## src/rtl/rv2t_csr_access_ctl_pkg.sv

```systemverilog
// Shared constants and FSM encoding for the Zicsr access sequencer.
package rv2t_csr_access_ctl_pkg;

    localparam int unsigned XLEN          = 32;
    localparam int unsigned CSR_ADDR_BITS = 12;
    localparam int unsigned REG_ADDR_BITS = 5;

    localparam logic [2:0] F3_CSRRW = 3'b001;
    localparam logic [2:0] F3_CSRRS = 3'b010;
    localparam logic [2:0] F3_CSRRC = 3'b011;
    localparam logic [2:0] F3_IMM   = 3'b100;

    // csr_addr[11:10] == 2'b11 marks the read-only CSR space
    localparam logic [CSR_ADDR_BITS-1:0] CSR_RO_MASK = 12'hC00;

    typedef enum logic [2:0] {
        ST_IDLE    = 3'd0,
        ST_RD_REQ  = 3'd1,
        ST_RD_WAIT = 3'd2,
        ST_WR_REQ  = 3'd3,
        ST_WR_WAIT = 3'd4,
        ST_FIN     = 3'd5
    } state_e;

endpackage

```

## src/rtl/rv2t_csr_access_ctl.sv

```systemverilog
// Sequences one Zicsr instruction (read, read-modify-write compute, write) against the CSR block,
// returning the old CSR value for rd writeback and flagging illegal accesses.
module rv2t_csr_access_ctl #(
    parameter int unsigned XLEN          = rv2t_csr_access_ctl_pkg::XLEN,
    parameter int unsigned CSR_ADDR_BITS = rv2t_csr_access_ctl_pkg::CSR_ADDR_BITS,
    parameter int unsigned REG_ADDR_BITS = rv2t_csr_access_ctl_pkg::REG_ADDR_BITS
) (
    input  logic                     clk,
    input  logic                     reset_n,
    input  logic                     sync_reset,
    input  logic                     start,
    input  logic                     abort,
    input  logic [2:0]               funct3,
    input  logic [CSR_ADDR_BITS-1:0] csr_addr,
    input  logic [XLEN-1:0]          rs1_data,
    input  logic [REG_ADDR_BITS-1:0] rs1_uimm,
    input  logic [REG_ADDR_BITS-1:0] rd_addr,
    output logic                     csr_read_enable,
    output logic [CSR_ADDR_BITS-1:0] csr_read_addr,
    input  logic                     csr_read_en_in,
    input  logic [XLEN-1:0]          csr_read_data_in,
    output logic                     csr_write_enable,
    output logic [CSR_ADDR_BITS-1:0] csr_write_addr,
    output logic [XLEN-1:0]          csr_write_data,
    input  logic                     csr_fault_in,
    output logic                     busy,
    output logic                     done,
    output logic                     rd_write_enable,
    output logic [REG_ADDR_BITS-1:0] rd_write_addr,
    output logic [XLEN-1:0]          rd_write_data,
    output logic                     illegal_csr
);
    import rv2t_csr_access_ctl_pkg::*;

    localparam logic [CSR_ADDR_BITS-1:0] RO_MASK = CSR_ADDR_BITS'(CSR_RO_MASK);

    // Bitwise read-modify-write of the CSR value
    function automatic logic [XLEN-1:0] f_rmw(input logic [1:0]      op,
                                              input logic [XLEN-1:0] old_val,
                                              input logic [XLEN-1:0] opnd);
        logic [XLEN-1:0] res;
        res = opnd;
        if (op == F3_CSRRS[1:0]) res = old_val | opnd;
        if (op == F3_CSRRC[1:0]) res = old_val & ~opnd;
        return res;
    endfunction

    state_e                   r_state, w_state_nxt;
    logic [1:0]               r_op, w_op_nxt;
    logic [CSR_ADDR_BITS-1:0] r_addr, w_addr_nxt;
    logic [XLEN-1:0]          r_operand, w_operand_nxt;
    logic [XLEN-1:0]          r_old, w_old_nxt;
    logic [XLEN-1:0]          r_new, w_new_nxt;
    logic [REG_ADDR_BITS-1:0] r_rd, w_rd_nxt;
    logic                     r_do_write, w_do_write_nxt;
    logic                     r_illegal, w_illegal_nxt;

    logic            w_is_rw;
    logic            w_do_read;
    logic            w_do_write;
    logic            w_illegal_acc;
    logic [XLEN-1:0] w_operand;
    logic            w_rd_req;
    logic            w_wr_req;
    logic            w_fin;

    // Accept-time decode straight from the execute-stage inputs
    always_comb begin
        w_is_rw       = (funct3[1:0] == F3_CSRRW[1:0]);
        w_operand     = ((funct3 & F3_IMM) != 3'b000) ? XLEN'(rs1_uimm) : rs1_data;
        w_do_read     = !(w_is_rw && (rd_addr == '0));
        w_do_write    = w_is_rw || (rs1_uimm != '0);
        w_illegal_acc = (funct3[1:0] == 2'b00) ||
                        (w_do_write && ((csr_addr & RO_MASK) == RO_MASK));
    end

    always_comb begin
        w_state_nxt    = r_state;
        w_op_nxt       = r_op;
        w_addr_nxt     = r_addr;
        w_operand_nxt  = r_operand;
        w_old_nxt      = r_old;
        w_new_nxt      = r_new;
        w_rd_nxt       = r_rd;
        w_do_write_nxt = r_do_write;
        w_illegal_nxt  = r_illegal;

        case (r_state)
            ST_IDLE: begin
                if (start) begin
                    w_op_nxt       = funct3[1:0];
                    w_addr_nxt     = csr_addr;
                    w_operand_nxt  = w_operand;
                    w_rd_nxt       = rd_addr;
                    w_do_write_nxt = w_do_write;
                    w_illegal_nxt  = w_illegal_acc;
                    w_old_nxt      = '0;
                    w_new_nxt      = w_operand;
                    if (w_illegal_acc)  w_state_nxt = ST_FIN;
                    else if (w_do_read) w_state_nxt = ST_RD_REQ;
                    else                w_state_nxt = ST_WR_REQ;
                end
            end
            ST_RD_REQ: w_state_nxt = ST_RD_WAIT;
            ST_RD_WAIT: begin
                if (csr_fault_in) begin
                    w_illegal_nxt = 1'b1;
                    w_state_nxt   = ST_FIN;
                end else if (csr_read_en_in) begin
                    w_old_nxt   = csr_read_data_in;
                    w_new_nxt   = f_rmw(r_op, csr_read_data_in, r_operand);
                    w_state_nxt = r_do_write ? ST_WR_REQ : ST_FIN;
                end
            end
            ST_WR_REQ: w_state_nxt = ST_WR_WAIT;
            ST_WR_WAIT: begin
                if (csr_fault_in) w_illegal_nxt = 1'b1;
                w_state_nxt = ST_FIN;
            end
            ST_FIN:  w_state_nxt = ST_IDLE;
            default: w_state_nxt = ST_IDLE;
        endcase

        if (abort) w_state_nxt = ST_IDLE;

        // Synchronous reset folds into the next-state values
        if (sync_reset) begin
            w_state_nxt    = ST_IDLE;
            w_op_nxt       = '0;
            w_addr_nxt     = '0;
            w_operand_nxt  = '0;
            w_old_nxt      = '0;
            w_new_nxt      = '0;
            w_rd_nxt       = '0;
            w_do_write_nxt = 1'b0;
            w_illegal_nxt  = 1'b0;
        end

        w_rd_req = (w_state_nxt == ST_RD_REQ);
        w_wr_req = (w_state_nxt == ST_WR_REQ);
        w_fin    = (w_state_nxt == ST_FIN);
    end

    always_ff @(posedge clk or negedge reset_n) begin
        if (!reset_n) begin
            r_state          <= ST_IDLE;
            r_op             <= '0;
            r_addr           <= '0;
            r_operand        <= '0;
            r_old            <= '0;
            r_new            <= '0;
            r_rd             <= '0;
            r_do_write       <= 1'b0;
            r_illegal        <= 1'b0;
            busy             <= 1'b0;
            csr_read_enable  <= 1'b0;
            csr_read_addr    <= '0;
            csr_write_enable <= 1'b0;
            csr_write_addr   <= '0;
            csr_write_data   <= '0;
            done             <= 1'b0;
            illegal_csr      <= 1'b0;
            rd_write_enable  <= 1'b0;
            rd_write_addr    <= '0;
            rd_write_data    <= '0;
        end else begin
            r_state          <= w_state_nxt;
            r_op             <= w_op_nxt;
            r_addr           <= w_addr_nxt;
            r_operand        <= w_operand_nxt;
            r_old            <= w_old_nxt;
            r_new            <= w_new_nxt;
            r_rd             <= w_rd_nxt;
            r_do_write       <= w_do_write_nxt;
            r_illegal        <= w_illegal_nxt;
            busy             <= (w_state_nxt != ST_IDLE);
            csr_read_enable  <= w_rd_req;
            csr_read_addr    <= w_rd_req ? w_addr_nxt : '0;
            csr_write_enable <= w_wr_req;
            csr_write_addr   <= w_wr_req ? w_addr_nxt : '0;
            csr_write_data   <= w_wr_req ? w_new_nxt : '0;
            done             <= w_fin;
            illegal_csr      <= w_fin && w_illegal_nxt;
            rd_write_enable  <= w_fin && !w_illegal_nxt && (w_rd_nxt != '0);
            rd_write_addr    <= w_fin ? w_rd_nxt : '0;
            rd_write_data    <= w_fin ? w_old_nxt : '0;
        end
    end

endmodule

```

## config.mk

```make
export PLATFORM = sky130hd
export DESIGN_NAME = rv2t_csr_access_ctl
export DESIGN_NICKNAME = d
export VERILOG_FILES = /design/src/rtl/rv2t_csr_access_ctl_pkg.sv /design/src/rtl/rv2t_csr_access_ctl.sv
export SDC_FILE = /design/constraint.sdc
export NUM_CORES = 1
export LEC_CHECK = 0
export ABC_AREA = 1
export BUFFER_PORTS_ARGS = -buffer_cell sky130_fd_sc_hd__buf_2
export CAP_MARGIN = 20
export CORE_MARGIN = 1.5
export CORE_UTILIZATION = 54
export DETAILED_ROUTE_END_ITERATION = 16
export PLACE_DENSITY = 0.8
export SYNTH_ARGS = -nofsm -noshare
export SYNTH_HDL_FRONTEND = slang
export SYNTH_SLANG_ARGS = --single-unit
```

## constraint.sdc

```tcl
create_clock -name clk -period 1.7 [get_ports clk]
set_input_delay 0.34 -clock clk [delete_from_list [all_inputs] [get_ports clk]]
set_output_delay 0.34 -clock clk [all_outputs]
set_load 0.02 [all_outputs]
```

==> reports/qor.yml, run 1 <==
timing:
  setup_viol: 77
  rsz0062_at_grt: "true"
  fmax_mhz: 562
  report.final.slew_viol_count: 0
  period_needed_ns: 1.78
  post-route-period-util_pct: 105
  hold_slack_ns: 0.124
  max_slew_margin_pct: 61.4
  fin_skew_ns: 0.0145
  worst_pin_slew_ns: 0.578
  setup_slack_ns: -0.0799
  hold_viol_final: 0
logic_synthesis:
  synthFlopType: "dfrtp_1"
  avgSynthCellArea_sq_um: 9.49
  yosysTopAreaCell: "dfrtp_1"
  synthTopCellsByArea: "dfrtp_1, nand2_1, inv_1"
  syn_inst: 959
  synth-seq-cells: 219
  yosys.cell_count.top_type: "nand2_1"
  synth_common_cells: "nand2_1, dfrtp_1, inv_1"
  synthArstFlopShare_pct: 100
  synth_edf_count: 0
  yosysTopAreaCellShare_pct: 60.2
  netlist_area_sq_um: 9100
  seq_area_frac_synth_pct: 60.2
  ys_warn_count: 0
  synthDistinctLibCells: 32
  synthesis.nets: 1055
placement:
  dp_cells: 1361
  hpwl_um: 15700
  port-buffer-count: 194
  postPlaceCellArea_sq_um: 10500
  dp_slack_ns: -0.0974
  gp_congestion: 0.887
die:
  pin_count: 195
  rows: 47
  die_y_um: 133
  initial_core_util_pct: 55.1
  die_w_um: 133
  die-area_sq_um: 17600
  core_sq_um: 16500
worst_setup_path:
  cpMaxStageDelayCell: "dfrtp_2"
  cp_max_fo: 8
  required_ns: 2.13
  reg2reg_to: "csr_write_data[15]"
  rr_worst_depth: 9
  cp-end-kind: "flop"
  crit_start: "r_state[0]"
  r2r_slack_ns: -0.08
  rr_startpoint: "r_state[0]"
  crit_type: "flop to flop"
  path_cells: "buf_4 > inv_1 > nand2_1 > o21ai_2 > nand2_2 > nor2_4 > nand2_8 > clkbuf_16 > nor2_1"
  worstSetupStartpointType: "flop"
  slowest_delay_ns: 0.45
  worstPathArrival_ns: 2.21
  crit_end: "csr_write_data[15]"
clocking:
  clock-sinks: 219
  htree_levels: 1
  numCtsBuffers: 23
  cts_tree: "done"
  clock-root-buffer: "clkbuf_16"
  cts.path.max_buffers: 3
  clkTransAtPathRegs_ns: 0.06
  insertion_delay_ns: 0.51
global_route:
  grt_pass1_wl_um: 38300
  grt_usage_pct: 27.6
  overflow: 0
  grt_pass1_vias: 7548
  grt_max_degree: 59
  antenna_found_initial: 4
power_and_ir_drop:
  pwr-share-clk_pct: 43.9
  combPwrFrac_pct: 10.7
  intPower_mw: 9.06
  pwr_density_cell_nw_per_um2: 997
  p_leak_nw: 6.79
  vdd_drop_max_mv: 0.835
  pwr-share-seq_pct: 45.4
  switching_share_pct: 23.9
  switching_power_mw: 2.85
layout:
  area_delta_synth_final_pct: 31.2
  nets: 1282
  final-instance-count-excl-fill: 1427
  fin_area_sq_um: 11900
  final_layout_size_suffix_gt1_share_pct: 36.2
hold_path:
  min_path_type: "input port to flop"
  min_path_cells: 3
drt:
  post_drt_wl_per_cell_um: 17.8
  wl_met3_um: 1620
  wl_met2_um: 13000
  postRouteAntennaNets: 0
  vias: 7513
  top_layer: "met4"
  drt_pass1_iterations: 5
  drc: 0
  drt-met1-wl_um: 9710
  first_iter_violations: 607
  vias_per_cell: 5.26
  wl_um: 25400
status:
  violations: "setup timing"
  status: "complete, but fails checks"
flow_run:
  maxCapViolCount: 0
==> timing repair <==
action	in CTS	in global routing
endpoints found under the hold margin	46	0
pin swaps	3	5
resized for setup	12	108
buffers inserted	10	3
hold buffers	1	0
gates cloned	1	5
setup endpoints to repair	64	109
==> registers in the layout, summed over array words and instances, names as in the netlist, 2 cells and up <==
name	count
r_new	32
rd_write_addr	5
r_state	3
rd_write_data	32
r_rd	5
r_operand	32
r_addr	12
r_old	32
csr_read_addr	12
csr_write_addr	12
csr_write_data	32
r_op	2
==> worst min path at each step <==
stage / from / to
floorplan: reset_n / busy
global placement: reset_n / csr_read_enable
detailed placement: reset_n / csr_read_enable
CTS: csr_addr[1] / r_addr[1]
global route: csr_addr[1] / r_addr[1]
finish: csr_addr[7] / r_addr[7]
==> metrics by stage <==
stage,power (mW),utilization [%],TNS [ns]
final,11.9,72.2,-2.95
after global routing,12.3,72.2,-10.58
after CTS,11.8,69.3,0
after detailed placement,6.57,63.5,-3.62
after global placement,6.55,63.5,-0.000741
after floorplan,6.07,-,0
==> power groups by stage <==
stage	registers, mW	clock network [mW]	logic, mW
after CTS	5.39	5.29	1.14
after floorplan	5.49	0	0.588
after global placement	5.48	0	1.07
after detailed placement	5.48	0	1.09
final	5.40	5.23	1.27
after global routing	5.41	5.51	1.39
==> cell families (layout without fill, tap and decap cells) <==
group	after synthesis	in the layout	share of synthesized area (%)
AO/OA/AOI/OAI	155	155	12.5
AND/OR/NAND/NOR	428	429	19.6
flip-flops	219	219	60.2
other	0	4	0
buffers and inverters	157	400	7.73
==> cell usage in the layout (no fill, tap or decap), drive strengths merged, types with 12 or more instances in the layout <==
cell type,synthesis,final
a21o,25,25
a21oi,59,59
a22oi,13,13
buf,30,242
clkbuf,16,37
dfrtp,219,219
inv,111,112
nand2,296,297
nand3,12,12
nor2,111,111
o211ai,36,36
o21ai,12,12
==> layer usage <==
layer / vias to the layer above / GRT usage [%]
met1: 3660 / 35.3
met3: 82 / 4.98
li1: 3458 / -
met2: 313 / 46.2
met5: - / 0
met4: 0 / 12.3
==> cell type report <==
type	instances	area [sq um]
diodes	4	10.0
clock buffers	33	643
clock inverters	9	149
fillers	1172	4590
inverters	111	432
multi-input cells	584	3270
flip-flops and latches	219	5480
well taps	220	275
repair buffers	247	1670
==> critical path, delay by kind of cell, from the launching register on <==
family / cells / cell delay (ns)
simple gates: 5 / 0.65
flops: 1 / 0.45
buf+inv: 3 / 0.42
compound gates: 1 / 0.18
Power figures use the tool's default switching activity.
==> run 2: changes to the inputs <==
BUFFER_PORTS_ARGS = -buffer_cell sky130_fd_sc_hd__buf_4   (was -buffer_cell sky130_fd_sc_hd__buf_2)
==> run 2 against run 1 <==
Net effect: the flow still finishes with violations (setup timing); global-route usage down 0.18 points; clock-buffer cell count up 3; register-to-register slack better by 0.07 ns; largest power group unchanged; fmax up 4.0%; sequential power about the same; largest cell class unchanged; non-clock buffer count down 2; worst hold slack worse by 0.017 ns; core utilization up 0.53 points; setup slack better by 0.069 ns; critical path depth unchanged; total power down 4.9%; cell count down 0.84%.
==> reports/qor.yml, run 2 (same netlist as run 1, synthesis figures left out) <==
status:
  violations: "setup timing"  # unchanged
  status: "complete, but fails checks"  # unchanged
layout:
  multi_input_area_sq_um: 3060  # was 3270 sq um
  ff_latch_area_sq_um: 5480  # about the same
  fill_cells: 1163  # was 1172
  final_layout_size_suffix_gt1_share_pct: 32.0  # was 36.2%
  utilization_pct: 72.8  # was 72.2%
  nets: 1279  # was 1282
  final-instance-count-excl-fill: 1415  # was 1427
  area_delta_synth_final_pct: 32.1  # was 31.2%
  final_common_cell: "nand2_1"  # unchanged
  fin_area_sq_um: 12000  # was 11900 sq um
  n_antenna_cell: 0  # was 4
  final_cell_mix: "nand2_1, buf_4, dfrtp_1, inv_1, nor2_1"  # was nand2_1, dfrtp_1, buf_2, inv_1, nor2_1
clocking:
  numCtsBuffers: 23  # unchanged
  cts_tree: "done"  # unchanged
  cts.path.max_buffers: 3  # unchanged
  insertion_delay_ns: 0.51  # about the same
  clock-root-buffer: "clkbuf_16"  # unchanged
  clkTransAtPathRegs_ns: 0.06  # about the same
  clock-sinks: 219  # unchanged
  htree_levels: 1  # unchanged
worst_setup_path:
  cp.depth: 9  # unchanged
  worstSetupStartpointType: "flop"  # unchanged
  reg2reg_to: "rd_write_data[13]"  # was csr_write_data[15]
  r2r_slack_ns: -0.01  # was -0.08 ns
  worstPathArrival_ns: 2.15  # was 2.21 ns
  path_delay_family: "simple AND/OR/NAND/NOR gates"  # unchanged
  path_cells: "buf_4 > nand2_4 > nor2_8 > nor2_8 > clkbuf_16 > nand2_1 > nand2_1 > nand2_1 > nor2_2"  # was buf_4 > inv_1 > nand2_1 > o21ai_2 > nand2_2 > nor2_4 > nand2_8 > clkbuf_16 > nor2_1
  rr_worst_depth: 9  # unchanged
  cp_max_fo: 9  # was 8
  crit_type: "flop to flop"  # unchanged
  cp_common_cell: "nand2_1"
  rr_startpoint: "r_state[1]"  # was r_state[0]
  slowest_delay_ns: 0.45  # about the same
  cpMaxStageDelayCell: "dfrtp_2"  # unchanged
  crit_start: "r_state[1]"  # was r_state[0]
  required_ns: 2.14  # was 2.13 ns
  crit_end: "rd_write_data[13]"  # was csr_write_data[15]
  cp-end-kind: "flop"  # unchanged
  path_buf_inv: 2  # was 3
die:
  rows: 47  # unchanged
  die_y_um: 133  # unchanged
  pin_count: 195  # unchanged
  core_sq_um: 16500  # unchanged
  die-area_sq_um: 17600  # unchanged
  die_w_um: 133  # unchanged
  initial_core_util_pct: 55.1  # unchanged
drt:
  wl_um: 24600  # was 25400 um
  vias_per_cell: 5.24  # was 5.26
  drt_pass1_iterations: 5  # unchanged
  drc: 0  # unchanged
  post_drt_wl_per_cell_um: 17.4  # was 17.8 um
  vias: 7414  # was 7513
  postRouteAntennaNets: 0  # unchanged
  first_iter_violations: 454  # was 607
timing:
  setup_slack_ns: -0.0110  # was -0.0799 ns
  max_slew_margin_pct: 64.3  # was 61.4%
  worst_pin_slew_ns: 0.535  # was 0.578 ns
  setup_tns_ns: -0.0110  # was -2.95 ns
  hold_slack_ns: 0.107  # was 0.124 ns
  fmax_mhz: 584  # was 562 MHz
  rsz0062_at_grt: "true"  # unchanged
  fin_skew_ns: 0.0111  # was 0.0145 ns
  period_needed_ns: 1.71  # was 1.78 ns
  setup_viol: 1  # was 77
  hold_viol_final: 0  # unchanged
  post-route-period-util_pct: 101  # was 105%
  report.final.slew_viol_count: 0  # unchanged
placement:
  dp_slack_ns: -0.0763  # was -0.0974 ns
  gp_congestion: 0.891  # was 0.887
  port-buffer-count: 194  # unchanged
  hpwl_um: 15800  # was 15700 um
  dp_cells: 1366  # was 1361
  postPlaceCellArea_sq_um: 11000  # was 10500 sq um
flow_run:
  maxCapViolCount: 0  # unchanged
hold_path:
  min_path_cells: 3  # unchanged
  min_path_type: "input port to flop"  # unchanged
power_and_ir_drop:
  p_total_mw: 11.3  # was 11.9 mW
  pwr_density_cell_nw_per_um2: 942  # was 997 nW/um^2
  p_leak_nw: 6.76  # was 6.79 nW
  vdd_drop_max_mv: 0.970  # was 0.835 mV
global_route:
  grt_pass1_wl_um: 38000  # was 38300 um
  grt_max_degree: 51  # was 59
  grt_pass1_vias: 7525  # was 7548
  grt_usage_pct: 27.4  # was 27.6%
  overflow: 0  # unchanged
  antenna_found_initial: 0  # was 4
run 2: cell count changes in the layout (fill, tap and decap cells not counted), sizes merged:
cell,delta
diode,-4
bufinv,-4
nand2,-1
buf,-1
clkinv,-4
clkbuf,+2
run 2: power breakdown:
part | total [mW] | switching (mW) | internal (mW)
clock network | 4.68 | 1.95 | 2.73
logic | 1.25 | 0.737 | 0.511
registers | 5.40 | 0.0602 | 5.34
total | 11.3 | 2.74 | 8.58
run 2: area by class of cell:
cell class              instances  area share (%)
clock buffers                  36            5.69
clock inverters                 1          0.0728
inverters                     111            3.59
multi-input cells             583            25.4
flip-flops and latches        219            45.6
well taps                     220            2.29
repair buffers                245            17.3
run 2: how the worst min path moves through the flow:
stage	slack, ns	endpoint	start
floorplan	0.04	busy	reset_n
global placement	0.26	csr_read_enable	reset_n
detailed placement	0.26	r_addr[8]	reset_n
CTS	0.09	r_rd[4]	rd_addr[4]
global route	0.11	r_state[2]	abort
finish	0.11	r_addr[9]	csr_addr[9]
run 2: what timing repair did:
action                                  CTS  global route
endpoints found under the setup margin   72           108
pin swaps                                 5             2
hold buffers                              1             0
setup buffers                             3             4
resized for setup                         5            54
gates cloned                              0             4
hold endpoints to repair                 39             0
run 2: per-layer routing:
layer  GRT usage (%)  wire, um  vias to the layer above
met5               0         0                        -
met4            11.5      1010                        0
met3            4.41      1470                       66
met2            46.7     12400                      288
met1            35.0      9720                     3622
li1                -         -                     3438
run 2: worst reg2reg max path, stage by stage (launching register included):
cell and delay [ns]:
dfrtp_2 0.45, buf_4 0.17, nand2_4 0.10, nor2_8 0.06, nor2_8 0.24, clkbuf_16 0.22, nand2_1 0.05, nand2_1 0.09
nand2_1 0.12, nor2_2 0.14
==> run 3: changes to the inputs <==
CTS_BUF_LIST = sky130_fd_sc_hd__clkbuf_16   (was default)
==> run 3 against run 2 <==
Net effect: the flow still finishes with violations (setup timing); fmax fell by 0.32%; total power shrank 2.3%; register-to-register slack is essentially flat; clock-buffer cell count is 13 lower; cell count is 0.57% higher; sequential share of layout area decreased by 0.60 points; die area stayed put; core utilization up 0.97 points; clock power shrank 7.3%; clock skew is 0.0019 ns higher; final area increased by 1.3%; critical endpoint is now r_new[31]; largest cell class unchanged.
==> reports/qor.yml, run 3 (same netlist as run 1, synthesis figures left out) <==
status:
  status: "complete, but fails checks"  # unchanged
  violations: "setup timing"  # unchanged
flow_run:
  maxCapViolCount: 0  # unchanged
power_and_ir_drop:
  intPower_mw: 8.31  # was 8.58 mW
  pwr-share-clk_pct: 39.2  # was 41.3%
  combPwrFrac_pct: 12.0  # was 11.0%
  pwr-share-seq_pct: 48.8  # was 47.7%
  vdd_drop_max_mv: 0.945  # was 0.970 mV
  switching_share_pct: 24.9  # was 24.2%
  pwr_density_cell_nw_per_um2: 908  # was 942 nW/um^2
  p_total_mw: 11.1  # was 11.3 mW
  p_leak_nw: 6.84  # was 6.76 nW
  switching_power_mw: 2.75  # was 2.74 mW
placement:
  port-buffer-count: 194  # unchanged
  dp_cells: 1366  # unchanged
  gp_congestion: 0.891  # unchanged
  dp_slack_ns: -0.0763  # unchanged
  hpwl_um: 15800  # unchanged
  postPlaceCellArea_sq_um: 11000  # unchanged
worst_setup_path:
  crit_start: "r_state[2]"  # was r_state[1]
  cp_max_fo: 5  # was 9
  rr_startpoint: "r_state[2]"  # was r_state[1]
  required_ns: 2.10  # was 2.14 ns
  worstSetupStartpointType: "flop"  # unchanged
  crit_type: "flop to flop"  # unchanged
  cp-end-kind: "flop"  # unchanged
  worstPathArrival_ns: 2.11  # was 2.15 ns
layout:
  final-instance-count-excl-fill: 1423  # was 1415
  area_delta_synth_final_pct: 33.9  # was 32.1%
  final_cell_mix: "nand2_1, buf_4, dfrtp_1, inv_1, nor2_1"  # unchanged
  final_common_cell: "nand2_1"  # unchanged
  final_layout_size_suffix_gt1_share_pct: 34.0  # was 32.0%
  nets: 1286  # was 1279
  fin_area_sq_um: 12200  # was 12000 sq um
  utilization_pct: 73.7  # was 72.8%
timing:
  report.final.slew_viol_count: 0  # unchanged
  rsz0062_at_grt: "true"  # unchanged
  setup_slack_ns: -0.0165  # was -0.0110 ns
  max_slew_margin_pct: 64.2  # was 64.3%
  setup_tns_ns: -0.0644  # was -0.0110 ns
  fin_skew_ns: 0.0130  # was 0.0111 ns
  post-route-period-util_pct: 101  # about the same
  worst_pin_slew_ns: 0.537  # was 0.535 ns
  setup_viol: 9  # was 1
  hold_viol_final: 0  # unchanged
  fmax_mhz: 583  # was 584 MHz
  hold_slack_ns: 0.107  # about the same
  period_needed_ns: 1.72  # was 1.71 ns
global_route:
  grt_max_degree: 51  # unchanged
  antenna_found_initial: 1  # was 0
  overflow: 0  # unchanged
  grt_pass1_vias: 7453  # was 7525
  grt_pass1_wl_um: 37600  # was 38000 um
  grt_usage_pct: 27.1  # was 27.4%
hold_path:
  min_path_type: "input port to flop"  # unchanged
  min_from: "csr_addr[9]"  # unchanged
clocking:
  clock-sinks: 219  # unchanged
  htree_levels: 1  # unchanged
  cts_tree: "done"  # unchanged
  numCtsBuffers: 23  # unchanged
  cts.path.max_buffers: 3  # unchanged
  clock-root-buffer: "clkbuf_16"  # unchanged
  clkTransAtPathRegs_ns: 0.06  # about the same
  insertion_delay_ns: 0.51  # about the same
drt:
  wl_um: 24900  # was 24600 um
  vias: 7480  # was 7414
  first_iter_violations: 511  # was 454
  postRouteAntennaNets: 0  # unchanged
  drc: 0  # unchanged
  post_drt_wl_per_cell_um: 17.5  # was 17.4 um
  vias_per_cell: 5.26  # was 5.24
  drt_pass1_iterations: 6  # was 5
die:
  rows: 47  # unchanged
  pin_count: 195  # unchanged
  core_sq_um: 16500  # unchanged
  die-area_sq_um: 17600  # unchanged
  initial_core_util_pct: 55.1  # unchanged
  die_w_um: 133  # unchanged
  die_y_um: 133  # unchanged
==> run 3: cell types whose count changed in the layout (fill, tap and decap cells not counted), moves of 3 or more <==
| cell | before | now |
|---|---|---|
| nand2_2 | 29 | 42 |
| clkbuf_1 | 7 | 0 |
| nand2_1 | 261 | 245 |
| nand2_4 | 5 | 8 |
| inv_1 | 105 | 109 |
| clkinv_1 | 0 | 6 |
| nor2_4 | 6 | 12 |
| nor2_1 | 86 | 81 |
| inv_2 | 4 | 7 |
| clkbuf_8 | 6 | 0 |
==> run 3: layout make-up <==
| type | count | area [sq um] |
|---|---|---|
| flip-flops and latches | 219 | 5480 |
| clock buffers | 23 | 576 |
| repair buffers | 251 | 2190 |
| well taps | 220 | 275 |
| clock inverters | 14 | 57.6 |
| multi-input cells | 584 | 3170 |
| diodes | 1 | 2.50 |
| fillers | 1154 | 4340 |
| inverters | 111 | 429 |
==> run 3: timing repair <==
action	CTS	global route
pin swaps	5	10
endpoints found under the setup margin	71	106
hold endpoints to repair	39	0
cloned	0	9
resized for setup	4	92
hold buffers	1	0
setup buffers	3	6
==> run 3: final timing paths <==
kind	to	slack, ns	cells past startpoint
setup / recovery	r_new[31]	-0.02	10
hold / removal	r_addr[9]	0.11	3
setup reg to reg	r_new[31]	-0.02	10
hold reg to reg	r_addr[5]	0.50	2
max in group asynchronous	rd_write_data[30]	0.78	3
min in group asynchronous	csr_write_addr[8]	0.33	2
==> run 3: layer usage <==
layer | track usage (%) | routed length [um]
met5 | 0 | 0
met4 | 12.1 | 1170
met3 | 4.67 | 1370
met2 | 45.7 | 12300
met1 | 34.5 | 10100
==> run 3: critical path: stages (launching register included) <==
cell,delay (ns)
dfrtp_1,0.40
nor2_4,0.25
nand2_4,0.11
nor2_8,0.19
buf_12,0.14
nor2_4,0.05
buf_4,0.14
nand2_1,0.08
nand3_2,0.08
nand2_2,0.09
inv_1,0.05
==> run 3: power by group through the flow <==
| stage | Sequential (mW) | Clock, mW | Combinational (mW) |
|---|---|---|---|
| 2_1_floorplan | 5.49 | 0 | 0.588 |
| 3_3_place_gp | 5.48 | 0 | 1.14 |
| 3_5_place_dp | 5.48 | 0 | 1.16 |
| 4_1_cts | 5.39 | 4.38 | 1.18 |
| 5_1_grt | 5.41 | 4.60 | 1.44 |
| 6_report | 5.40 | 4.34 | 1.32 |
